<file path="src/rtl/ieee80211_defs.sv">
// Shared 802.11a definitions: RATE field codes, coding-rate enum, and the
// puncturing pattern tables used by the receive-side depuncturer.
package ieee80211_defs;

    localparam logic [3:0] RATE_6M  = 4'b1101;
    localparam logic [3:0] RATE_9M  = 4'b1111;
    localparam logic [3:0] RATE_12M = 4'b0101;
    localparam logic [3:0] RATE_18M = 4'b0111;
    localparam logic [3:0] RATE_24M = 4'b1001;
    localparam logic [3:0] RATE_36M = 4'b1011;
    localparam logic [3:0] RATE_48M = 4'b0001;
    localparam logic [3:0] RATE_54M = 4'b0011;

    typedef enum logic [1:0] {
        R12,
        R23,
        R34
    } code_rate_t;

    typedef enum logic [1:0] {
        ST_IDLE,
        ST_RUN,
        ST_DROP
    } dp_state_t;

    // Bit p of each mask says whether phase p keeps that component.
    localparam logic [1:0] TAKE_A_R23 = 2'b11;
    localparam logic [1:0] TAKE_B_R23 = 2'b01;
    localparam logic [3:0] TAKE_A_R34 = 4'b0011;
    localparam logic [3:0] TAKE_B_R34 = 4'b0101;
    localparam logic [1:0] LAST_PHASE_R12 = 2'd0;
    localparam logic [1:0] LAST_PHASE_R23 = 2'd1;
    localparam logic [1:0] LAST_PHASE_R34 = 2'd2;

    function automatic code_rate_t rate_to_code(input logic [3:0] rate);
        case (rate)
            RATE_9M, RATE_18M, RATE_36M, RATE_54M: return R34;
            RATE_48M:                              return R23;
            default:                               return R12;
        endcase
    endfunction

    function automatic logic rate_is_valid(input logic [3:0] rate);
        case (rate)
            RATE_6M, RATE_9M, RATE_12M, RATE_18M,
            RATE_24M, RATE_36M, RATE_48M, RATE_54M: return 1'b1;
            default:                                return 1'b0;
        endcase
    endfunction

endpackage

</file>
<file path="src/rtl/depuncture_pattern.sv">
// Puncturing pattern lookup: for a coding rate and phase, which of A/B the
// transmitter kept and whether this phase closes the pattern period.
module depuncture_pattern
    import ieee80211_defs::*;
(
    input  logic [1:0] code_rate,
    input  logic [1:0] phase,
    output logic       take_a,
    output logic       take_b,
    output logic       last_phase
);

    always_comb begin
        take_a     = 1'b1;
        take_b     = 1'b1;
        last_phase = (phase == LAST_PHASE_R12);
        case (code_rate_t'(code_rate))
            R23: begin
                take_a     = TAKE_A_R23[phase[0]];
                take_b     = TAKE_B_R23[phase[0]];
                last_phase = (phase == LAST_PHASE_R23);
            end
            R34: begin
                take_a     = TAKE_A_R34[phase];
                take_b     = TAKE_B_R34[phase];
                last_phase = (phase == LAST_PHASE_R34);
            end
            default: ;
        endcase
    end

endmodule

</file>
<file path="src/rtl/depuncturer.sv">
// 802.11a depuncturer: re-expands the coded soft-bit stream to rate-1/2 {B,A}
// pairs with zero erasures. Define DEPUNCTURER_RATE_CHECK_EN to drop frames with bad RATE.
module depuncturer
    import ieee80211_defs::*;
#(
    parameter int WIDTH = 3
) (
    input  logic               aclk,
    input  logic               aresetn,
    input  logic [WIDTH-1:0]   s_axis_tdata,
    input  logic               s_axis_tvalid,
    output logic               s_axis_tready,
    input  logic               s_axis_tlast,
    input  logic [3:0]         s_axis_tuser,
    output logic [2*WIDTH-1:0] m_axis_tdata,
    output logic               m_axis_tvalid,
    input  logic               m_axis_tready,
    output logic               m_axis_tlast,
    output logic [1:0]         m_axis_tuser,
    output logic               rate_err
);

    dp_state_t        state_q, state_d;
    code_rate_t       rate_q, rate_d, cur_rate;
    logic [1:0]       phase_q, phase_d, cur_phase;
    logic             a_held_q, a_held_d, cur_held;
    logic [WIDTH-1:0] half_q, half_d;
    logic             accept, first_beat, bad_rate, proc;
    logic             take_a, take_b, last_phase;
    logic             beat_is_a, pair_done;
    logic [WIDTH-1:0] a_val, b_val;

    assign s_axis_tready = aresetn & (~m_axis_tvalid | m_axis_tready);
    assign accept        = s_axis_tvalid & s_axis_tready;
    assign first_beat    = (state_q == ST_IDLE);

    // The first beat of a frame is decoded with the rate it carries, at phase 0.
    assign cur_rate  = first_beat ? rate_to_code(s_axis_tuser) : rate_q;
    assign cur_phase = first_beat ? 2'd0 : phase_q;
    assign cur_held  = first_beat ? 1'b0 : a_held_q;

`ifdef DEPUNCTURER_RATE_CHECK_EN
    assign bad_rate = first_beat & ~rate_is_valid(s_axis_tuser);
`else
    assign bad_rate = 1'b0;
`endif

    assign proc = accept & ~bad_rate & (state_q != ST_DROP);

    depuncture_pattern u_pattern (
        .code_rate  (cur_rate),
        .phase      (cur_phase),
        .take_a     (take_a),
        .take_b     (take_b),
        .last_phase (last_phase)
    );

    // A frame ending on an A beat whose phase also wants B flushes with B erased.
    assign beat_is_a = take_a & ~cur_held;
    assign pair_done = beat_is_a ? (~take_b | s_axis_tlast) : 1'b1;
    assign a_val     = beat_is_a ? s_axis_tdata : (take_a ? half_q : '0);
    assign b_val     = beat_is_a ? '0 : s_axis_tdata;

    always_comb begin
        state_d  = state_q;
        rate_d   = rate_q;
        phase_d  = phase_q;
        a_held_d = a_held_q;
        half_d   = half_q;
        case (state_q)
            ST_IDLE: begin
                if (accept && !s_axis_tlast) begin
                    state_d = bad_rate ? ST_DROP : ST_RUN;
                end
            end
            ST_RUN, ST_DROP: begin
                if (accept && s_axis_tlast) begin
                    state_d = ST_IDLE;
                end
            end
            default: state_d = ST_IDLE;
        endcase
        if (accept && first_beat) begin
            rate_d = cur_rate;
        end
        if (proc) begin
            if (pair_done) begin
                a_held_d = 1'b0;
                phase_d  = (last_phase || s_axis_tlast) ? 2'd0 : cur_phase + 2'd1;
            end else begin
                a_held_d = 1'b1;
                half_d   = s_axis_tdata;
            end
        end
    end

    always_ff @(posedge aclk or negedge aresetn) begin
        if (!aresetn) begin
            state_q  <= ST_IDLE;
            rate_q   <= R12;
            phase_q  <= 2'd0;
            a_held_q <= 1'b0;
            half_q   <= '0;
        end else begin
            state_q  <= state_d;
            rate_q   <= rate_d;
            phase_q  <= phase_d;
            a_held_q <= a_held_d;
            half_q   <= half_d;
        end
    end

    // Single output register; contents only change when the slot is free.
    always_ff @(posedge aclk or negedge aresetn) begin
        if (!aresetn) begin
            m_axis_tvalid <= 1'b0;
            m_axis_tdata  <= '0;
            m_axis_tuser  <= 2'b00;
            m_axis_tlast  <= 1'b0;
        end else if (proc && pair_done) begin
            m_axis_tvalid <= 1'b1;
            m_axis_tdata  <= {b_val, a_val};
            m_axis_tuser  <= {beat_is_a, ~take_a};
            m_axis_tlast  <= s_axis_tlast;
        end else if (m_axis_tready) begin
            m_axis_tvalid <= 1'b0;
        end
    end

`ifdef DEPUNCTURER_RATE_CHECK_EN
    always_ff @(posedge aclk or negedge aresetn) begin
        if (!aresetn) begin
            rate_err <= 1'b0;
        end else begin
            rate_err <= accept & bad_rate;
        end
    end
`else
    assign rate_err = 1'b0;
`endif

endmodule

</file>
<file path="config.mk">
export PLATFORM = sky130hd
export DESIGN_NAME = depuncturer
export DESIGN_NICKNAME = d
export VERILOG_FILES = /design/src/rtl/ieee80211_defs.sv /design/src/rtl/depuncture_pattern.sv /design/src/rtl/depuncturer.sv
export SDC_FILE = /design/constraint.sdc
export NUM_CORES = 1
export LEC_CHECK = 0
export BUFFER_PORTS_ARGS = -buffer_cell sky130_fd_sc_hd__buf_2
export CAP_MARGIN = 20
export CORE_MARGIN = 3
export CORE_UTILIZATION = 51
export CTS_CLUSTER_DIAMETER = 200
export DETAILED_ROUTE_END_ITERATION = 12
export GPL_TIMING_DRIVEN = 0
export PLACE_DENSITY = 0.78
export RECOVER_POWER = 50
export SLEW_MARGIN = 5
export SYNTH_ARGS = -nofsm -noshare
export SYNTH_HDL_FRONTEND = slang
export SYNTH_SLANG_ARGS = --single-unit
</file>
<file path="constraint.sdc">
create_clock -name aclk -period 2.95 [get_ports aclk]
set_input_delay 0.7375 -clock aclk [delete_from_list [all_inputs] [get_ports aclk]]
set_output_delay 0.7375 -clock aclk [all_outputs]
set_load 0.01 [all_outputs]
</file>
==> summary.md, run 1 <==
| Metric | Value |
|---|---|
| Clock root buffer | clkbuf_4 |
| Avg Cell Area, Syn | 11.2 sq um |
| Final Hold Violating Endpoints | 0 |
| Vias per cell | 5.06 |
| Synth area leader | dfrtp_1 |
| Synth Net Count | 107 |
| Setup-failing EPs final | 0 |
| Leakage | 0.599 nW |
| GR Overflow Total | 0 |
| CP peak stage delay | 0.55 ns |
| Critical path class | in2reg |
| Worst VDD drop | 0.488 mV |
| Die X | 50.7 um |
| DR WL/cell | 12.6 um |
| Placed Area | 1160 sq um |
| Synth top area cells | dfrtp_1, mux2_4, ha_1 |
| # H-tree levels | 1 |
| CP Cell Sequence | buf_2 > or4b_1 > o21ai_1 > inv_1 > ha_1 > ha_2 > a21oi_4 > o211ai_4 > nand2_4 > buf_6 > mux2_4 |
| Yosys top cell area share | 46.7% |
| Status | finished clean |
| FMAX | 0.351 GHz |
| CTS clk-pin slew, worst paths | 0.10 ns |
| Area Overhead vs Synth | 16.8% |
| First-pass detailed-route iteration total | 4 |
| Core ar. | 1800 sq um |
| Filler cells | 160 |
| IO Count | 24 |
| Crit start category | primary input |
| Port bufs | 22 |
| Warnings from Yosys | 0 |
| Gate Count Post-Synth | 91 |
| Most common cell after layout, fill and taps aside | dfrtp_1 |
| Die area | 2570 sq um |
| Total track usage | 16.0% |
| Post-synth EDFFs | 0 |
| Crit. End Element | flip-flop |
| Ys flop type | dfrtp_1 |
| Distinct cell type count after synthesis | 31 |
| Sequential share of the synthesized area | 46.7% |
| Clock Sinks | 19 |
| Initial core utilization | 56.5% |
| RePlAce Congestion | 0.779 |
| Vias | 723 |
| Cell Area, Synth | 1020 sq um |
| Nets@finish | 135 |
| Max FO, Critical Path | 10 |
| Drt first-iter violations | 8 |
| Worst slew pin tran | 1.08 ns |
| TritonCTS clock tree | done |
| Initial antenna violation count | 0 |
| WP data required | 3.13 ns |
| Std cell rows | 15 |
| Ant. Diodes | 0 |
| Vias in the first global route | 740 |
| Die H | 50.7 um |
| Worst setup margin | 0.0988 ns |
| Worst-skew pair later-pin latency | 0.29 ns |
| Critical path's slowest cell | or4b_1 |
| Final instance area | 1190 sq um |
| Final worst-path cycle share | 96.7% |
| Seq cells post-synth | 19 |
| Final Core Density | 66.0% |
| Hpwl dp | 1390 um |
| Max clock buf depth | 2 |
| RSZ-0062 raised after global routing | no |
| Critical path's top delay family | simple AND/OR/NAND/NOR gates |
| First-pass GRT wire length | 3190 um |
| Total negative setup slack | 0 ns |
| Cts bufs inserted | 3 |
| Worst Clk Skew | 0.0130 ns |
| Total power | 0.831 mW |
| Final min period | 2.85 ns |
| Worst Hold Class | reg2reg |
| Max-cap violations | 0 |
| DRC viols | 0 |
| Buf/Inv on CP | 3 |
| Asr flop ratio synth | 100% |
| Max-slew headroom | 28.1% |
| Final Max Slew Viols | 0 |
| Antenna-violating nets left | 0 |
| Most frequent cells in the layout | dfrtp_1, buf_2, nand2_1 |
| Largest net degree at the start of global routing | 23 |
| PwrDens | 699 nW/um^2 |
| Post-Place Worst Slack | -0.325 ns |
| Arr. time, crit path | 3.03 ns |
| Share of cells above drive strength 1 | 30.5% |
| Final Routed Wirelength | 1810 um |
[layer usage]
layer	vias to the layer above	track usage, %	wire [um]
li1	372	-	-
met1	331	20.9	862
met2	18	27.4	846
met3	2	2.67	82
met4	0	4.48	15
met5	-	0	0
[worst register-to-register path: stages, from the launching register on]
cell	delay [ns]
dfrtp_1	0.36
buf_6	0.13
clkbuf_1	0.32
nand2_1	0.08
o21ai_1	0.13
inv_1	0.07
ha_1	0.27
ha_2	0.24
a21oi_4	0.16
o211ai_4	0.11
nand2_4	0.11
buf_6	0.16
mux2_4	0.30
[cell families after synthesis]
| kind of cell | Yosys count | synth area share (%) |
|---|---|---|
| flip-flops | 19 | 46.7 |
| AND/OR/NAND/NOR | 28 | 14.5 |
| XOR/XNOR | 1 | 0.860 |
| adder cells (fa/ha/maj) | 4 | 4.91 |
| other | 1 | 0.368 |
| buffers and inverters | 8 | 4.79 |
| AO/OA/AOI/OAI | 20 | 15.4 |
| multiplexers | 10 | 12.5 |
[final timing paths]
| path | depth (start not counted) | endpoint | slack, ns | startpoint |
|---|---|---|---|---|
| setup / recovery | 11 | m_axis_tdata[1] | 0.1 | s_axis_tuser[1] |
| hold / removal | 1 | m_axis_tdata[3] | 0.49 | m_axis_tdata[3] |
| setup reg to reg | 12 | m_axis_tdata[1] | 0.39 | state_q[0] |
| hold reg to reg | 1 | m_axis_tdata[3] | 0.49 | m_axis_tdata[3] |
| max in group asynchronous | 1 | m_axis_tdata[3] | 1.68 | aresetn |
| min in group asynchronous | 1 | m_axis_tuser[0] | 0.61 | aresetn |
[flip-flops by register name, summed over array words and instances, names as in the netlist]
register	cells
m_axis_tuser	2
a_held_q	1
half_q	3
rate_q	2
m_axis_tlast	1
state_q	1
phase_q	2
m_axis_tdata	6
m_axis_tvalid	1
[final cells by class]
cell class                 instances  area (sq um)  share of cell area [%]
timing repair buffer              23           111                    9.36
sequential                        19           475                    40.0
buffer                             4          33.8                    2.84
clock buffer                       4          26.3                    2.21
multi-input combinational         64           497                    41.7
tap                               25          31.3                    2.63
inverter                           4          15.0                    1.26
[stage by stage]
| step | instances | hold slack (ns) |
|---|---|---|
| finish | 143 | 0.485 |
| global route | 143 | 0.506 |
| CTS | 143 | 0.386 |
| detailed placement | 138 | 0.465 |
| global placement | 138 | 0.457 |
| floorplan | 91 | 0.442 |
[report_power, final]
part           internal (mW)  switching (mW)
sequential             0.341          0.0474
clock                 0.0525          0.0761
combinational          0.158           0.156
total                  0.552           0.279
[timing repair]
item / 4_1_cts / 5_1_grt
setup endpoints to repair: 4 / 4
hold buffers: 0 / 0
setup buffers: 1 / 0
gates resized for setup: 0 / 1
[cells in the mapped netlist (2+ instances only)]
library cell,n
a21o_1,3
a21oi_1,6
buf_6,2
dfrtp_1,19
ha_1,4
inv_1,4
mux2_1,4
mux2_2,2
mux2_4,4
nand2_1,11
nand3_1,6
nor2_1,2
nor3b_1,3
o21ai_0,3
o31ai_1,2
Power figures use the tool's default switching activity.
==> inputs of run 2 (changes only) <==
--- a/config.mk
+++ b/config.mk
@@ -13,7 +13,7 @@
 export DETAILED_ROUTE_END_ITERATION = 12
 export GPL_TIMING_DRIVEN = 0
 export PLACE_DENSITY = 0.78
-export RECOVER_POWER = 50
+export RECOVER_POWER = 100
 export SLEW_MARGIN = 5
 export SYNTH_ARGS = -nofsm -noshare
 export SYNTH_HDL_FRONTEND = slang
==> summary.md, run 2 (same netlist as run 1, synthesis figures left out) <==
| Metric | Value |
|---|---|
| Status | finished clean |
| Non-Filler Instances | 143 |
| R2R cell count | 12 |
| Die H | 50.7 um |
| # H-tree levels | 1 |
| Final worst-path cycle share | 97.2% |
| Start point of the critical path | s_axis_tuser[1] |
| Max-slew headroom | 28.8% |
| Final instance area | 1170 sq um |
| Antenna-violating nets left | 0 |
| First-pass detailed-route iteration total | 4 |
| Vias | 732 |
| Most frequent cells in the layout | dfrtp_1, clkbuf_1, nand2_1, buf_2 |
| Setup-failing EPs final | 0 |
| CTS clk-pin slew, worst paths | 0.10 ns |
| Max clock buf depth | 2 |
| GR Overflow Total | 0 |
| Critical path's slowest cell | or4b_1 |
| Std cell rows | 15 |
| Drt first-iter violations | 11 |
| # hold bufs at CTS | 0 |
| Cells after DPL | 138 |
| Post-Place Worst Slack | -0.325 ns |
| Total negative setup slack | 0 ns |
| Multi-input gate area | 489 sq um |
| Initial antenna violation count | 0 |
| Worst Hold Class | reg2reg |
| First-pass GRT wire length | 3190 um |
| Biggest register | m_axis_tdata |
| Worst-skew pair later-pin latency | 0.29 ns |
| CP Cell Sequence | buf_2 > or4b_1 > o21ai_1 > inv_1 > ha_1 > ha_2 > a21oi_4 > o211ai_4 > nand2_4 > buf_6 > mux2_1 |
| CP peak stage delay | 0.55 ns |
| Arr. time, crit path | 3.04 ns |
| Critical path class | in2reg |
| Filler cells | 159 |
| DRC viols | 0 |
| Largest net degree at the start of global routing | 23 |
| Placed Area | 1160 sq um |
| Final Max Slew Viols | 0 |
| R2R Setup Slk | 0.37 ns |
| Clock root buffer | clkbuf_4 |
| Buf/Inv on CP | 3 |
| CP Capture Point | m_axis_tdata[0] |
| Nets@finish | 135 |
| WHS | 0.486 ns |
| Worst setup margin | 0.0816 ns |
| RSZ-0062 raised after global routing | no |
| Final Hold Violating Endpoints | 0 |
| Crit Reg-Reg Startpoint | state_q[0] |
| Max-cap violations | 0 |
| Crit. End Element | flip-flop |
| WP depth | 11 |
| Clock Sinks | 19 |
| FMAX | 0.349 GHz |
| Crit start category | primary input |
| Leakage | 0.572 nW |
| Die X | 50.7 um |
| Largest register FFs | 6 |
| Vias per cell | 5.12 |
| Critical path's top delay family | simple AND/OR/NAND/NOR gates |
| Core ar. | 1800 sq um |
| Max FO, Critical Path | 10 |
| Final min period | 2.87 ns |
| PwrDens | 698 nW/um^2 |
| Initial core utilization | 56.5% |
| Most common cell after layout, fill and taps aside | dfrtp_1 |
| Vias in the first global route | 740 |
| Share of cells above drive strength 1 | 23.7% |
| Total track usage | 16.0% |
| Area Overhead vs Synth | 15.4% |
| Hpwl dp | 1390 um |
| Worst slew pin tran | 1.07 ns |
| Die area | 2570 sq um |
| Reg2reg end | m_axis_tdata[0] |
| TritonCTS clock tree | done |
| RePlAce Congestion | 0.779 |
| Cts bufs inserted | 3 |
| Final Routed Wirelength | 1830 um |
| Biggest regs | m_axis_tdata x6, half_q x3 |
| DR WL/cell | 12.8 um |
| Worst VDD drop | 0.481 mV |
| Register area | 475 sq um |
| Port bufs | 22 |
| Ant. Diodes | 0 |
| Worst Clk Skew | 0.0102 ns |
| WP data required | 3.12 ns |
| IO Count | 24 |
[run 2: power breakdown]
group	switching [mW]	leakage (nW)	internal, mW
sequential	0.0484	0.238	0.341
combinational	0.156	0.319	0.145
clock	0.0773	0.0150	0.0525
total	0.282	0.572	0.539
[run 2: area by class of cell]
type                            instances  area share (%)
Buffer                                  4            2.88
Clock buffer                            4            2.24
Inverter                                4            1.28
Multi-Input combinational cell         64            41.6
Sequential cell                        19            40.5
Tap cell                               25            2.66
Timing Repair Buffer                   23            8.84
[run 2: stage by stage]
step | util (%) | total power, mW
6_report | 65.2 | 0.821
5_1_grt | 65.2 | 0.881
4_1_cts | 66.3 | 0.845
3_5_place_dp | 64.4 | 0.711
3_3_place_gp | 64.4 | 0.696
2_1_floorplan | - | 0.613
[run 2: worst min-delay path by stage]
stage	startpoint	endpoint	slack, ns	depth (start not counted)
3_3_place_gp	m_axis_tdata[3]	m_axis_tdata[3]	0.46	1
2_1_floorplan	aresetn	a_held_q	0.44	0
6_report	m_axis_tdata[3]	m_axis_tdata[3]	0.49	1
4_1_cts	aresetn	m_axis_tuser[0]	0.39	1
3_5_place_dp	m_axis_tdata[3]	m_axis_tdata[3]	0.46	1
5_1_grt	m_axis_tdata[3]	m_axis_tdata[3]	0.51	1
[run 2: routing by layer]
layer	share of wire (%)	track usage, %	up-vias
li1	-	-	371
met1	47	20.9	338
met2	47	27.4	21
met3	5.1	2.67	2
met4	0.82	4.48	0
met5	0	0	-
[run 2: timing repair]
| item | 4_1_cts | 5_1_grt |
|---|---|---|
| setup endpoints to repair | 4 | 4 |
| setup buffers | 1 | 0 |
| gates resized for setup | 0 | 1 |
[run 2: worst register-to-register path, stage by stage, from the launching register on]
cell,delay [ns]
dfrtp_1,0.36
buf_6,0.13
clkbuf_1,0.32
nand2_1,0.08
o21ai_1,0.13
inv_1,0.07
ha_1,0.27
ha_2,0.24
a21oi_4,0.16
o211ai_4,0.11
nand2_4,0.11
buf_6,0.15
mux2_1,0.33
==> inputs of run 3 (changes only) <==
--- a/config.mk
+++ b/config.mk
@@ -12,7 +12,7 @@
 export CTS_CLUSTER_DIAMETER = 200
 export DETAILED_ROUTE_END_ITERATION = 12
 export GPL_TIMING_DRIVEN = 0
-export PLACE_DENSITY = 0.78
+export PLACE_DENSITY = 0.76
 export RECOVER_POWER = 100
 export SLEW_MARGIN = 5
 export SYNTH_ARGS = -nofsm -noshare
==> summary.md, run 3 (same netlist as run 1, synthesis figures left out) <==
| Metric | Value |
|---|---|
| Status | finished clean |
| Max clock buf depth | 2 |
| Critical path's top delay family | simple AND/OR/NAND/NOR gates |
| PwrDens | 708 nW/um^2 |
| Final min period | 2.79 ns |
| DRC viols | 0 |
| Arr. time, crit path | 2.98 ns |
| Crit. End Element | flip-flop |
| Biggest regs | m_axis_tdata x6, half_q x3 |
| Worst-skew pair later-pin latency | 0.30 ns |
| Clock root buffer | clkbuf_4 |
| Most frequent cells in the layout | dfrtp_1, clkbuf_1, nand2_1 |
| Max-cap violations | 0 |
| Worst VDD drop | 0.409 mV |
| Hold path depth | 1 |
| RSZ-0062 raised after global routing | no |
| Ant. Diodes | 0 |
| IO Count | 24 |
| Crit start category | primary input |
| Die H | 50.7 um |
| WHS | 0.487 ns |
| Final Max Slew Viols | 0 |
| WP data required | 3.14 ns |
| Logic pwr share | 37.3% |
| Nets@finish | 136 |
| Worst slew pin tran | 1.07 ns |
| CTS clk-pin slew, worst paths | 0.10 ns |
| Worst setup margin | 0.165 ns |
| Largest register FFs | 6 |
| Final worst-path cycle share | 94.4% |
| Most common cell after layout, fill and taps aside | dfrtp_1 |
| # hold bufs at CTS | 0 |
| Vias | 746 |
| Max FO, Critical Path | 10 |
| FMAX | 0.359 GHz |
| Int Pwr | 0.549 mW |
| # H-tree levels | 1 |
| DR WL/cell | 13.3 um |
| First-pass GRT wire length | 3270 um |
| CP peak stage delay | 0.54 ns |
| Port bufs | 22 |
| Final Core Density | 65.9% |
| Max-slew headroom | 28.7% |
| Die X | 50.7 um |
| WL met2 | 897 um |
| Crit Reg-Reg Startpoint | state_q[0] |
| Post-Place Worst Slack | -0.263 ns |
| Hpwl dp | 1400 um |
| R2R cell count | 12 |
| Sw Pwr | 0.292 mW |
| Start point of the worst min-delay path | m_axis_tdata[4] |
| First-pass detailed-route iteration total | 5 |
| Share of cells above drive strength 1 | 24.4% |
| Cts bufs inserted | 3 |
| Flop pwr share | 46.7% |
| RePlAce Congestion | 0.777 |
| Final Hold Violating Endpoints | 0 |
| Final Routed Wirelength | 1920 um |
| Worst hold endpoint | m_axis_tdata[4] |
| Total track usage | 17.1% |
| Worst Hold Class | reg2reg |
| Clock Power Share | 16.1% |
| Largest net degree at the start of global routing | 23 |
| Met3 Wirelength | 101 um |
| Total power | 0.841 mW |
| Std cell rows | 15 |
| Sw frac | 34.7% |
| Clock Sinks | 19 |
| Biggest register | m_axis_tdata |
| CP Cell Sequence | clkbuf_1 > or4b_1 > o21ai_1 > inv_1 > ha_1 > ha_2 > a21oi_4 > o211ai_4 > nand2_4 > buf_6 > mux2_4 |
| Drt first-iter violations | 11 |
| Buf/Inv on CP | 3 |
| GR Overflow Total | 0 |
| Leakage | 0.578 nW |
| Critical path's slowest cell | or4b_1 |
| Max Used Layer | met4 |
| Vias per cell | 5.18 |
| Worst Clk Skew | 0.00757 ns |
| Area Overhead vs Synth | 16.6% |
| Setup-failing EPs final | 0 |
| Reg2reg end | m_axis_tdata[1] |
| Antenna-violating nets left | 0 |
| Initial core utilization | 56.5% |
| Vias in the first global route | 756 |
| Critical path class | in2reg |
| Core ar. | 1800 sq um |
| TritonCTS clock tree | done |
| R2R Setup Slk | 0.37 ns |
| Initial antenna violation count | 0 |
| Routed length on met1 | 886 um |
| Die area | 2570 sq um |
[run 3: how the worst max path moves through the flow]
stage	startpoint	slack [ns]	end	cells after the start
after detailed placement	s_axis_tuser[1]	-0.26	m_axis_tdata[0]	11
after floorplan	s_axis_tuser[1]	0.02	m_axis_tdata[0]	10
after global routing	s_axis_tuser[1]	0.05	m_axis_tdata[0]	11
after CTS	s_axis_tuser[1]	0.06	m_axis_tdata[0]	11
final	s_axis_tuser[1]	0.16	m_axis_tdata[1]	11
after global placement	s_axis_tuser[1]	-0.26	m_axis_tdata[1]	11
[run 3: through the flow]
step | TNS [ns] | cells | cell area (sq um)
after floorplan | 0 | 91 | 1020
after global placement | -2.16 | 138 | 1160
after detailed placement | -2.26 | 138 | 1160
after CTS | 0 | 142 | 1190
after global routing | 0 | 144 | 1190
final | 0 | 144 | 1190
[run 3: power groups by stage]
stage / Clock, mW / Combinational, mW / Sequential, mW
after floorplan: 0 / 0.204 / 0.409
after global placement: 0 / 0.306 / 0.391
after detailed placement: 0 / 0.315 / 0.395
after CTS: 0.139 / 0.317 / 0.390
after global routing: 0.150 / 0.347 / 0.401
final: 0.135 / 0.313 / 0.392
[run 3: per-layer routing]
| layer | vias up | global-route usage (%) |
|---|---|---|
| li1 | 377 | - |
| met1 | 342 | 20.7 |
| met2 | 23 | 28.5 |
| met3 | 4 | 2.08 |
| met4 | 0 | 11.2 |
| met5 | - | 0 |
[run 3: worst register-to-register path, delay by kind of cell (launching register included)]
family / cells / cell delay, ns
AO/OA/AOI/OAI: 3 / 0.43
buffers and inverters: 4 / 0.69
AND/OR/NAND/NOR: 2 / 0.20
adder cells (fa/ha/maj): 2 / 0.48
multiplexers: 1 / 0.30
flip-flops: 1 / 0.36
[run 3: what timing repair did]
action | 4_1_cts | 5_1_grt
endpoints found under the setup margin | 0 | 7
gates resized for setup | 0 | 1
setup buffers | 0 | 2
[run 3: layout make-up]
| class | count | area [sq um] |
|---|---|---|
| clock buffers | 4 | 26.3 |
| repair buffers | 24 | 109 |
| plain buffers | 4 | 33.8 |
| inverters | 4 | 15.0 |
| flip-flops and latches | 19 | 475 |
| fillers | 145 | 614 |
| multi-input cells | 64 | 497 |
| well taps | 25 | 31.3 |
